### src/rtl/brick_map_responder_pkg.sv
// Shared Arkanoid brick-field definitions: geometry, responder state encoding
// and the brick index to (row, col) mapping.
package brick_map_responder_pkg;

  localparam int MAXROW = 4;
  localparam int MAXCOL = 8;
  localparam int BLK_W  = 80;
  localparam int BLK_H  = 20;
  localparam int TOP    = 40;
  localparam int MAXX   = 639;
  localparam int MAXY   = 479;

  localparam int NBRICK = MAXROW * MAXCOL;
  localparam int IDX_W  = $clog2(NBRICK);
  localparam int MAP_W  = NBRICK * 4;

  typedef enum logic [1:0] {
    ST_IDLE   = 2'd0,
    ST_SCAN   = 2'd1,
    ST_UPDATE = 2'd2,
    ST_RESP   = 2'd3
  } state_e;

  typedef struct packed {
    logic [1:0] row;
    logic [2:0] col;
  } brick_rc_t;

  function automatic brick_rc_t idx_to_rc(input logic [IDX_W-1:0] idx);
    brick_rc_t rc;
    rc.row = 2'(idx / MAXCOL);
    rc.col = 3'(idx % MAXCOL);
    return rc;
  endfunction

endpackage

### src/rtl/brick_map_responder_overlap.sv
// Combinational ball-box versus brick-box test for the brick at idx_i.
module brick_overlap
  import brick_map_responder_pkg::*;
(
  input  logic [9:0]       x_i,
  input  logic [9:0]       y_i,
  input  logic [5:0]       r_i,
  input  logic [IDX_W-1:0] idx_i,
  input  logic [3:0]       strength_i,
  output logic             cand_o,
  output logic             side_o
);

  brick_rc_t   rc;
  logic [10:0] x11, y11, r11;
  logic [10:0] bx0, bx1, by0, by1;
  logic [10:0] cx0, cx1, cy0, cy1;
  logic        overlap;

  assign rc  = idx_to_rc(idx_i);
  assign x11 = {1'b0, x_i};
  assign y11 = {1'b0, y_i};
  assign r11 = {5'b0, r_i};

  // Ball box clamps at the left/top screen edge instead of wrapping.
  assign bx0 = (x11 >= r11) ? x11 - r11 : 11'd0;
  assign bx1 = x11 + r11;
  assign by0 = (y11 >= r11) ? y11 - r11 : 11'd0;
  assign by1 = y11 + r11;

  assign cx0 = 11'(rc.col) * 11'(BLK_W);
  assign cx1 = cx0 + 11'(BLK_W - 1);
  assign cy0 = 11'(TOP) + 11'(rc.row) * 11'(BLK_H);
  assign cy1 = cy0 + 11'(BLK_H - 1);

  assign overlap = (bx0 <= cx1) && (bx1 >= cx0) && (by0 <= cy1) && (by1 >= cy0);
  assign cand_o  = (strength_i != 4'd0) && overlap;
  // Centre inside the brick's column span means a top/bottom strike.
  assign side_o  = !((cx0 <= x11) && (x11 <= cx1));

endmodule

### src/rtl/brick_map_responder.sv
// Brick field owner: answers ball collision queries, updates strengths and score.
module brick_map_responder
  import brick_map_responder_pkg::*;
#(
  parameter int BONUS = 10
) (
  input  logic             clock,
  input  logic             reset_n,
  input  logic             load,
  input  logic [MAP_W-1:0] load_data,
  input  logic             req,
  input  logic [9:0]       req_x,
  input  logic [9:0]       req_y,
  input  logic [5:0]       req_radius,
  output logic             ack,
  output logic             hit,
  output logic             hit_side,
  output logic [1:0]       hit_row,
  output logic [2:0]       hit_col,
  output logic [MAP_W-1:0] blocks,
  output logic [15:0]      score,
  output logic             cleared
);

  state_e           state_q, state_d;
  logic [MAP_W-1:0] blocks_q, blocks_d;
  logic [15:0]      score_q, score_d;
  logic             cleared_q;
  logic             pend_q, pend_d;
  logic             ack_q, ack_d;
  logic             hit_q, hit_d, side_q, side_d;
  logic [1:0]       row_q, row_d;
  logic [2:0]       col_q, col_d;
  logic [IDX_W-1:0] idx_q, idx_d, hidx_q, hidx_d;
  logic [9:0]       x_q, x_d, y_q, y_d;
  logic [5:0]       r_q, r_d;

  logic             cand, side;
  brick_rc_t        rc;
  logic [3:0]       new_str;
  logic [16:0]      sum;

  brick_overlap u_overlap (
    .x_i       (x_q),
    .y_i       (y_q),
    .r_i       (r_q),
    .idx_i     (idx_q),
    .strength_i(blocks_q[{idx_q, 2'b00} +: 4]),
    .cand_o    (cand),
    .side_o    (side)
  );

  assign rc = idx_to_rc(idx_q);

  always_comb begin
    state_d  = state_q;
    blocks_d = blocks_q;
    score_d  = score_q;
    pend_d   = pend_q;
    ack_d    = 1'b0;
    hit_d    = hit_q;
    side_d   = side_q;
    row_d    = row_q;
    col_d    = col_q;
    idx_d    = idx_q;
    hidx_d   = hidx_q;
    x_d      = x_q;
    y_d      = y_q;
    r_d      = r_q;
    new_str  = blocks_q[{hidx_q, 2'b00} +: 4] - 4'd1;
    sum      = {1'b0, score_q} + 17'd1 + ((new_str == 4'd0) ? 17'(BONUS) : 17'd0);

    case (state_q)
      ST_IDLE: begin
        if (pend_q || load) begin
          blocks_d = load_data;
          pend_d   = 1'b0;
        end else if (req && !ack_q) begin
          // req is still high during the ack cycle; it belongs to the finished query.
          x_d     = req_x;
          y_d     = req_y;
          r_d     = req_radius;
          hit_d   = 1'b0;
          side_d  = 1'b0;
          row_d   = 2'd0;
          col_d   = 3'd0;
          hidx_d  = '0;
          idx_d   = '0;
          state_d = ST_SCAN;
        end
      end
      ST_SCAN: begin
        if (load) pend_d = 1'b1;
        if (cand && !hit_q) begin
          hit_d  = 1'b1;
          side_d = side;
          row_d  = rc.row;
          col_d  = rc.col;
          hidx_d = idx_q;
        end
        if (idx_q == IDX_W'(NBRICK - 1)) state_d = ST_UPDATE;
        else                             idx_d   = idx_q + 1'b1;
      end
      ST_UPDATE: begin
        if (load) pend_d = 1'b1;
        if (hit_q) begin
          blocks_d[{hidx_q, 2'b00} +: 4] = new_str;
          score_d = sum[16] ? 16'hFFFF : sum[15:0];
        end
        state_d = ST_RESP;
      end
      ST_RESP: begin
        if (load) pend_d = 1'b1;
        ack_d   = 1'b1;
        state_d = ST_IDLE;
      end
      default: state_d = ST_IDLE;
    endcase
  end

  always_ff @(posedge clock or negedge reset_n) begin
    if (!reset_n) begin
      state_q   <= ST_IDLE;
      blocks_q  <= '0;
      score_q   <= '0;
      cleared_q <= 1'b1;
      pend_q    <= 1'b0;
      ack_q     <= 1'b0;
      hit_q     <= 1'b0;
      side_q    <= 1'b0;
      row_q     <= '0;
      col_q     <= '0;
      idx_q     <= '0;
      hidx_q    <= '0;
      x_q       <= '0;
      y_q       <= '0;
      r_q       <= '0;
    end else begin
      state_q   <= state_d;
      blocks_q  <= blocks_d;
      score_q   <= score_d;
      cleared_q <= (blocks_q == '0);
      pend_q    <= pend_d;
      ack_q     <= ack_d;
      hit_q     <= hit_d;
      side_q    <= side_d;
      row_q     <= row_d;
      col_q     <= col_d;
      idx_q     <= idx_d;
      hidx_q    <= hidx_d;
      x_q       <= x_d;
      y_q       <= y_d;
      r_q       <= r_d;
    end
  end

  assign ack      = ack_q;
  assign hit      = hit_q;
  assign hit_side = side_q;
  assign hit_row  = row_q;
  assign hit_col  = col_q;
  assign blocks   = blocks_q;
  assign score    = score_q;
  assign cleared  = cleared_q;

endmodule

### config.mk
export PLATFORM = sky130hd
export DESIGN_NAME = brick_map_responder
export DESIGN_NICKNAME = d
export VERILOG_FILES = /design/src/rtl/brick_map_responder_pkg.sv /design/src/rtl/brick_map_responder_overlap.sv /design/src/rtl/brick_map_responder.sv
export SDC_FILE = /design/constraint.sdc
export NUM_CORES = 1
export LEC_CHECK = 0
export CAP_MARGIN = 0
export CORE_MARGIN = 4
export CORE_UTILIZATION = 53
export CTS_BUF_LIST = sky130_fd_sc_hd__clkbuf_4
export DETAILED_ROUTE_END_ITERATION = 8
export PLACE_DENSITY = 0.83
export SLEW_MARGIN = 10
export SYNTH_ARGS = -nofsm -noshare
export SYNTH_HDL_FRONTEND = slang
export SYNTH_HIERARCHICAL = 1
export SYNTH_SLANG_ARGS = --single-unit
### constraint.sdc
create_clock -name clock -period 5.1 [get_ports clock]
set_clock_uncertainty 0.15 [all_clocks]
set_input_delay 1.02 -clock clock [delete_from_list [all_inputs] [get_ports clock]]
set_output_delay 1.02 -clock clock [all_outputs]
set_load 0.005 [all_outputs]
==> results of run 1 <==
==> how the worst max path moves through the flow <==
stage,start,end,slack [ns],cells past startpoint
after floorplan,hit_col[0],score[12],0.64,17
after global placement,hit_col[0],score[12],0.55,13
after detailed placement,hit_col[0],score[15],0.45,16
after CTS,r_q[1],hit_col[0],0.43,19
after global routing,x_q[0],hidx_q[2],0.1,20
final,r_q[1],hit_col[0],0.40,19
==> area by class of cell <==
class / count / area [um2] / area share
Clock inverter: 14 / 173 / 0.00947
Antenna cell: 1 / 2.50 / 0.000137
Tap cell: 335 / 419 / 0.0230
Sequential cell: 187 / 4680 / 0.257
Timing Repair Buffer: 366 / 3550 / 0.195
Inverter: 70 / 264 / 0.0145
Multi-Input combinational cell: 1180 / 9000 / 0.494
Clock buffer: 18 / 135 / 0.00742
==> worst max-delay path, delay by kind of cell (launching register included) <==
family / cells / cell delay, ns
adders and majority gates: 2 / 0.58
AOI/OAI and AO/OA: 7 / 1.50
muxes: 1 / 0.27
DFF: 1 / 0.47
and+or+nand+nor: 8 / 1.35
buffers and inverters: 1 / 0.23
==> registers in the layout, summed over array words and instances (netlist names) <==
register / flops
hit: 1
x_q: 10
y_q: 10
blocks: 128
ack: 1
hit_col: 2
hit_side: 1
hit_row: 2
cleared: 1
idx_q: 5
hidx_q: 1
pend_q: 1
score: 16
r_q: 6
state_q: 2
==> Yosys cell counts, types with 25 or more instances <==
cell type | count | area share
nand2_1 | 199 | 0.052
dfrtp_1 | 186 | 0.33
o21ai_0 | 104 | 0.036
a21oi_1 | 99 | 0.035
nor2_1 | 88 | 0.023
ha_1 | 82 | 0.072
mux4_2 | 70 | 0.11
inv_1 | 69 | 0.018
mux2_2 | 57 | 0.045
nor4_1 | 52 | 0.023
clkbuf_1 | 51 | 0.013
a2bb2oi_1 | 43 | 0.026
nand3_1 | 35 | 0.012
xnor2_1 | 25 | 0.015
==> metal layers <==
metal  vias up  GRT usage  share of wire
li1       6333          -              -
met1      7013      0.511           0.35
met2      1304      0.640           0.45
met3       345      0.135           0.13
met4         2      0.225          0.069
met5         -          0        0.00021
==> power breakdown <==
part           leakage [uW]  total (uW)  internal (uW)  switching [uW]
logic               0.00492       10500           4630            5910
clock network      0.000163         926            278             648
registers           0.00228        3600           2170            1430
total               0.00736       15100           7080            7990
==> cell families after synthesis <==
family,count (synthesis),synth area share
fa+ha+maj,87,0.0788
mux,140,0.164
buf+inv,153,0.0452
compound gates,413,0.191
xor+xnor,38,0.0233
simple gates,502,0.170
flops,187,0.327
==> metrics by stage <==
stage / setup slack, ns / std cells / total power (uW) / area (um2)
floorplan: 0.640 / 1520 / 9290 / 14300
finish: 0.405 / 2171 / 15100 / 18200
detailed placement: 0.451 / 2138 / 13700 / 17900
global placement: 0.550 / 2138 / 13500 / 17900
CTS: 0.434 / 2170 / 14600 / 18200
global route: 0.0966 / 2171 / 15800 / 18200
==> metrics.cfg, run 1 <==
[critical_path]
cpMostUsedCell = nand2_1
reg2reg_depth = 19
worstSetupStartpointType = flop
required_ns = 5.42
path_cells = inv_1 > ha_1 > nor2b_1 > o31a_1 > o21ai_1 > and2_1 > nor2_1 > mux2_2 > ha_1 > and3_1 > nand2_1 > a311o_1 > a211oi_1 > o22ai_1 > nor4_2 > a22o_1 > nand2_1 > nand2_1 > o21ai_0
crit_slowest_cell = dfrtp_1
cpPeakStageDelay_ns = 0.47
r2r_end = hit_col[0]
r2r-start = r_q[1]
critical_path_arrival_ns = 5.02
endpoint_kind = flop
cp_max_fo = 14
rrSetupSlack_ns = 0.40
setup.worst_path.class = flop to flop

[floorplanning]
die_area_mm2 = 0.0297
num_rows = 59
core_mm2 = 0.0263
initial_utilization = 0.544
dieWidth_um = 172
ios = 311
dieHeight_um = 172

[hold_path]
hp-class = input pin to async pin

[place]
gp_congestion = 1.04
io_buffers = 310
place_hpwl_um = 47700

[timing]
fmax_mhz = 213
slew_headroom = 0.252
hold_viol = 0
tns_ns = 0
tightestPinTransition_ns = 1.12
min_period_over_period = 0.921
fin_crit_ns = 4.70
slew_viol_final = 0
whs_ns = 0.331
setup_viol = 0
rsz0062_at_grt = no

[grt]
antenna_found_initial = 2
grt_use_total = 0.412
grt_pass1_wl_um = 91700
grt-ovfl-total = 0
grt_pass1_vias = 15100
grt_max_degree = 93

[clock_tree]
cts_resized = 0
tritoncts = done
cts_root_buffer = clkbuf_4
clk_pin_slew_worst_paths_ns = 0.18
postCtsSetupRepairBufs = 0
hold_buffers = 0
htreeDepth = 4
cts_num_sinks = 187
insertion_delay_ns = 0.63
cts_inserted_buffers = 17
clockBufferDepth = 2

[routing]
drc = 0
antenna_left = 0
drt_iter0_drc = 1903
wl_per_cell_um = 28.5
drt-pass1-iter-count = 6
via_per_inst = 6.91
wl_um = 61900
num_vias = 15000

[synth]
synth_cell_types = 81
synth_fp_nets = 1765
ys.flop_type = dfrtp_1
seq_area_frac_synth = 0.327
async_reset_ff_frac = 1.00
ys_warn_count = 6
synth_edf_count = 0
ys_seq_elements = 187
netlist_area_mm2 = 0.0143
syn_area_per_cell_um2 = 9.41
netlist_instances = 1520

[status]
outcome = completed

[cells_and_area]
final_cell_mix = clkdlybuf4s50_1, nand2_1, dfrtp_1
areaGrowthSynthToFinish_pct = 27.5
nets = 2067
layout_commonest_cell = clkdlybuf4s50_1
drive_above_1_share = 0.129
fill_cells = 2120
final_util = 0.693

[power_and_ir_drop]
vdd_drop_max_mv = 0.922
power.density_mw_per_mm2 = 827
p_leak_uw = 0.00736

[run]
cap_violations = 0

No activity file was read; power rests on OpenSTA's default activity.
==> run 2, diff against run 1 <==
- CORE_UTILIZATION: 53 -> 40
- PLACE_DENSITY: 0.83 -> 0.65
==> metrics.cfg, run 2 (synthesized netlist as in run 1, its figures left out) <==
[status]
outcome = completed

[floorplanning]
initial_utilization = 0.410
dieHeight_um = 197
die_area_mm2 = 0.0388
core_mm2 = 0.0349
dieWidth_um = 197
ios = 311
num_rows = 68

[critical_path]
endpoint_kind = flop
cp_num_buf_inv = 3
setup.worst_path.class = flop to flop
worstSetupStartpointType = flop
reg2reg_depth = 15
r2r_end = score[12]
critPathLaunch = hit_col[1]
rrSetupSlack_ns = 0.36
r2r-start = hit_col[1]
path_cells = buf_4 > mux4_2 > a22oi_1 > nand3b_1 > o31ai_2 > and4_4 > or2_1 > buf_4 > nand3_1 > fa_1 > inv_1 > a31oi_1 > nor3_2 > nand3_1 > mux2_2
critical-path-top-delay-family = simple AND/OR/NAND/NOR gates
required_ns = 5.50
critical_path_arrival_ns = 5.15
cp_max_fo = 22
crit_slowest_cell = dfrtp_1
crit_cells = 15
cpPeakStageDelay_ns = 0.74
crit_end = score[12]

[place]
dpl.cell_count = 2266
gp_congestion = 1.01
io_buffers = 310
place_hpwl_um = 50000

[cells_and_area]
drive_above_1_share = 0.133
nets = 2075
fill_cells = 3246
areaGrowthSynthToFinish_pct = 29.0
layout.cells.non_filler = 2299
final_cell_mix = clkdlybuf4s50_1, nand2_1, dfrtp_1
largest_reg_flops = 128
layout_commonest_cell = clkdlybuf4s50_1

[clock_tree]
tritoncts = done
cts_inserted_buffers = 17
clk_pin_slew_worst_paths_ns = 0.17
cts_root_buffer = clkbuf_4
hold_buffers = 0
clockBufferDepth = 2
insertion_delay_ns = 0.68
htreeDepth = 4
cts_num_sinks = 187

[grt]
antenna_found_initial = 2
grt_pass1_wl_um = 94800
grt_use_total = 0.324
grt_max_degree = 110
grt_pass1_vias = 14800
grt-ovfl-total = 0

[run]
cap_violations = 0

[timing]
tightestPinTransition_ns = 1.10
hold_viol = 0
min_period_over_period = 0.930
whs_ns = 0.261
fin_crit_ns = 4.74
slew_viol_final = 0
fmax_mhz = 211
rsz0062_at_grt = no
tns_ns = 0
setup_viol = 0
slew_headroom = 0.266

[power_and_ir_drop]
vdd_drop_max_mv = 0.468
p_leak_uw = 0.00740
power.density_mw_per_mm2 = 815

[routing]
num_vias = 14700
antenna_left = 0
drc = 0
wl_per_cell_um = 27.9
wl_um = 64200
via_per_inst = 6.39
drt_iter0_drc = 1801
drt-pass1-iter-count = 8

[hold_path]
hp-class = input pin to async pin

==> run 2: cell count changes in the layout (fill, tap and decap cells not counted), sizes merged <==
cell	delta
buf	+7
clkinv	+1
bufinv	-1
clkinvlp	+1
==> run 2: stage by stage <==
step / util / power, uW / area [um2] / setup WS (ns)
finish: 0.529 / 15000 / 18400 / 0.358
floorplan: - / 9290 / 14300 / 0.640
global route: 0.529 / 15900 / 18400 / 0.116
CTS: 0.528 / 14800 / 18400 / 0.157
global placement: 0.520 / 13700 / 18200 / 0.314
detailed placement: 0.520 / 13800 / 18200 / 0.208
==> run 2: how the worst min path moves through the flow <==
stage / from / slack (ns) / to
after floorplan: hit_side / 0.32 / hit_side
after global placement: hit_side / 0.38 / hit_side
after detailed placement: score[10] / 0.39 / score[10]
after CTS: reset_n / 0.30 / blocks[47]
after global routing: reset_n / 0.31 / blocks[47]
final: reset_n / 0.26 / blocks[47]
==> run 2: area by class of cell <==
class / count / area, um2 / area share
Timing Repair Buffer: 374 / 3640 / 0.197
Multi-Input combinational cell: 1180 / 9000 / 0.488
Clock buffer: 17 / 128 / 0.00692
Tap cell: 455 / 569 / 0.0309
Clock inverter: 15 / 155 / 0.00841
Inverter: 70 / 264 / 0.0143
Antenna cell: 1 / 2.50 / 0.000136
Sequential cell: 187 / 4690 / 0.254
==> run 2: power by group <==
| group | total (uW) | switching [uW] | internal [uW] | leakage (uW) |
|---|---|---|---|---|
| Sequential | 3510 | 1340 | 2170 | 0.00228 |
| Clock | 868 | 645 | 223 | 0.000149 |
| Combinational | 10600 | 5970 | 4670 | 0.00497 |
| Total | 15000 | 7960 | 7070 | 0.00740 |
==> run 2: what timing repair did <==
| action | 4_1_cts | 5_1_grt |
|---|---|---|
| buffers inserted | 0 | 0 |
| setup endpoints to repair | 0 | 11 |
| resized for setup | 0 | 2 |
==> run 2: routing by layer <==
layer,global-route usage,wire [um],up-vias
li1,-,-,6332
met1,0.434,25300,7161
met2,0.503,28800,983
met3,0.0771,6800,216
met4,0.142,3310,2
met5,0,12,-
==> run 3, diff against run 2 <==
- CORE_MARGIN: 4 -> not set
==> metrics.cfg, run 3 (synthesized netlist as in run 1, its figures left out) <==
[grt]
grt-ovfl-total = 0
grt_use_total = 0.347
grt_pass1_vias = 14500
antenna_found_initial = 3
grt_pass1_wl_um = 92600
grt_max_degree = 107

[timing]
slew_viol_final = 0
worst_slack_ns = 0.385
fmax_mhz = 212
tns_ns = 0
tightestPinTransition_ns = 1.07
hold_viol = 0
rsz0062_at_grt = no
whs_ns = 0.261
min_period_over_period = 0.925
slew_headroom = 0.283
setup_viol = 0
fin_crit_ns = 4.72

[floorplanning]
dieWidth_um = 191
num_rows = 68
initial_utilization = 0.410
die_area_mm2 = 0.0365
ios = 311
dieHeight_um = 191
core_mm2 = 0.0349

[routing]
drt-pass1-iter-count = 5
drt_iter0_drc = 1613
num_vias = 14700
antenna_left = 0
via_per_inst = 6.42
drc = 0
wl_um = 62900
wl_per_cell_um = 27.4

[critical_path]
worstSetupStartpointType = flop
setup.worst_path.class = flop to flop
crit_slowest_cell = dfrtp_1
cpMostUsedCell = nand2_1
required_ns = 5.50
cpPeakStageDelay_ns = 0.49
cp_max_fo = 14
endpoint_kind = flop
critical_path_arrival_ns = 5.11
critical-path-top-delay-family = compound AO/OA/AOI/OAI gates
path_cells = inv_1 > ha_1 > inv_1 > fa_1 > a21o_1 > a21oi_1 > o21bai_1 > a21oi_1 > nand3_1 > mux2_2 > ha_1 > and3_1 > nand2_1 > a311o_1 > a211oi_1 > o22ai_1 > nor4_2 > a22o_1 > nand2_1 > nand2_1 > o21ai_0
cp_num_buf_inv = 2

[hold_path]
hp-class = input pin to async pin

[cells_and_area]
final_cell_mix = clkdlybuf4s50_1, nand2_1, dfrtp_1
postLayoutCellArea_mm2 = 0.0184
nets = 2067
register_area_mm2 = 0.00469
multi_input_area_mm2 = 0.00900
largest_reg_flops = 128
fill_cells = 3224
layout_commonest_cell = clkdlybuf4s50_1
drive_above_1_share = 0.129
layout.cells.non_filler = 2293
areaGrowthSynthToFinish_pct = 28.4

[place]
io_buffers = 310
dpl.cell_count = 2258
place_hpwl_um = 48600
gp_congestion = 0.981
placedInstanceArea_mm2 = 0.0181
pre_cts_ws_ns = 0.403

[clock_tree]
postCtsSetupRepairBufs = 0
htreeDepth = 4
cts_inserted_buffers = 17
tritoncts = done
cts_root_buffer = clkbuf_4
cts_num_sinks = 187
clk_pin_slew_worst_paths_ns = 0.21
insertion_delay_ns = 0.70
clockBufferDepth = 2

[status]
outcome = completed

[run]
cap_violations = 0

[power_and_ir_drop]
vdd_drop_max_mv = 0.705
p_leak_uw = 0.00735
power.density_mw_per_mm2 = 813

## run 3: cell types whose count changed in the layout (fill, tap and decap cells not counted)
cell      previous run  this run
diode_2              1         3
inv_8                5         6
clkbuf_4            17        18
buf_12               4         3
nor3_1              22        23
clkinv_8             3         0
buf_4               60        53
nor3_2               3         2
clkinv_4             0         1
## run 3: where the power goes
| group | total, uW | internal (uW) | switching [uW] | leakage, uW |
|---|---|---|---|---|
| Combinational | 10500 | 4630 | 5880 | 0.00492 |
| Sequential | 3570 | 2170 | 1400 | 0.00228 |
| Clock | 852 | 220 | 632 | 0.000143 |
| Total | 14900 | 7020 | 7900 | 0.00735 |
## run 3: routing by layer
metal	vias up	GRT usage	routed length, um
met3	191	0.0865	6780
met5	-	0	0
li1	6332	-	-
met2	1020	0.539	28500
met4	0	0.171	3110
met1	7176	0.450	24500
## run 3: worst paths after layout
check,start,end,slack (ns),depth (start not counted)
min,reset_n,blocks[36],0.26,1
max in group asynchronous,reset_n,blocks[72],3.62,2
min reg2reg,score[10],score[10],0.37,1
max reg2reg,x_q[0],hidx_q[2],0.38,21
max,x_q[0],hidx_q[2],0.38,21
min in group clock,score[10],score[10],0.37,1
## run 3: final cells by class
cell class,count,area share
multi-input combinational,1180,0.490
sequential,187,0.255
timing repair buffer,366,0.194
tap,455,0.0310
inverter,70,0.0144
clock buffer,18,0.00736
clock inverter,14,0.00689
antenna,3,0.000409
## run 3: what timing repair did
action,CTS,global route
endpoints found under the hold margin,0,0
resized for setup,0,1
hold buffers,0,0
endpoints found under the setup margin,0,4
## run 3: worst reg2reg max path, delay by kind of cell, from the launching register on
family / cells / cell delay (ns)
flops: 1 / 0.49
buf+inv: 2 / 0.15
simple gates: 6 / 1.01
fa+ha+maj: 3 / 0.82
mux: 1 / 0.30
compound gates: 9 / 1.66
## run 3: through the flow
stage          total power [uW]   util
5_1_grt                   15800  0.526
6_report                  14900  0.526
2_1_floorplan              9290      -
4_1_cts                   14600  0.526
3_5_place_dp              13700  0.518
3_3_place_gp              13600  0.518
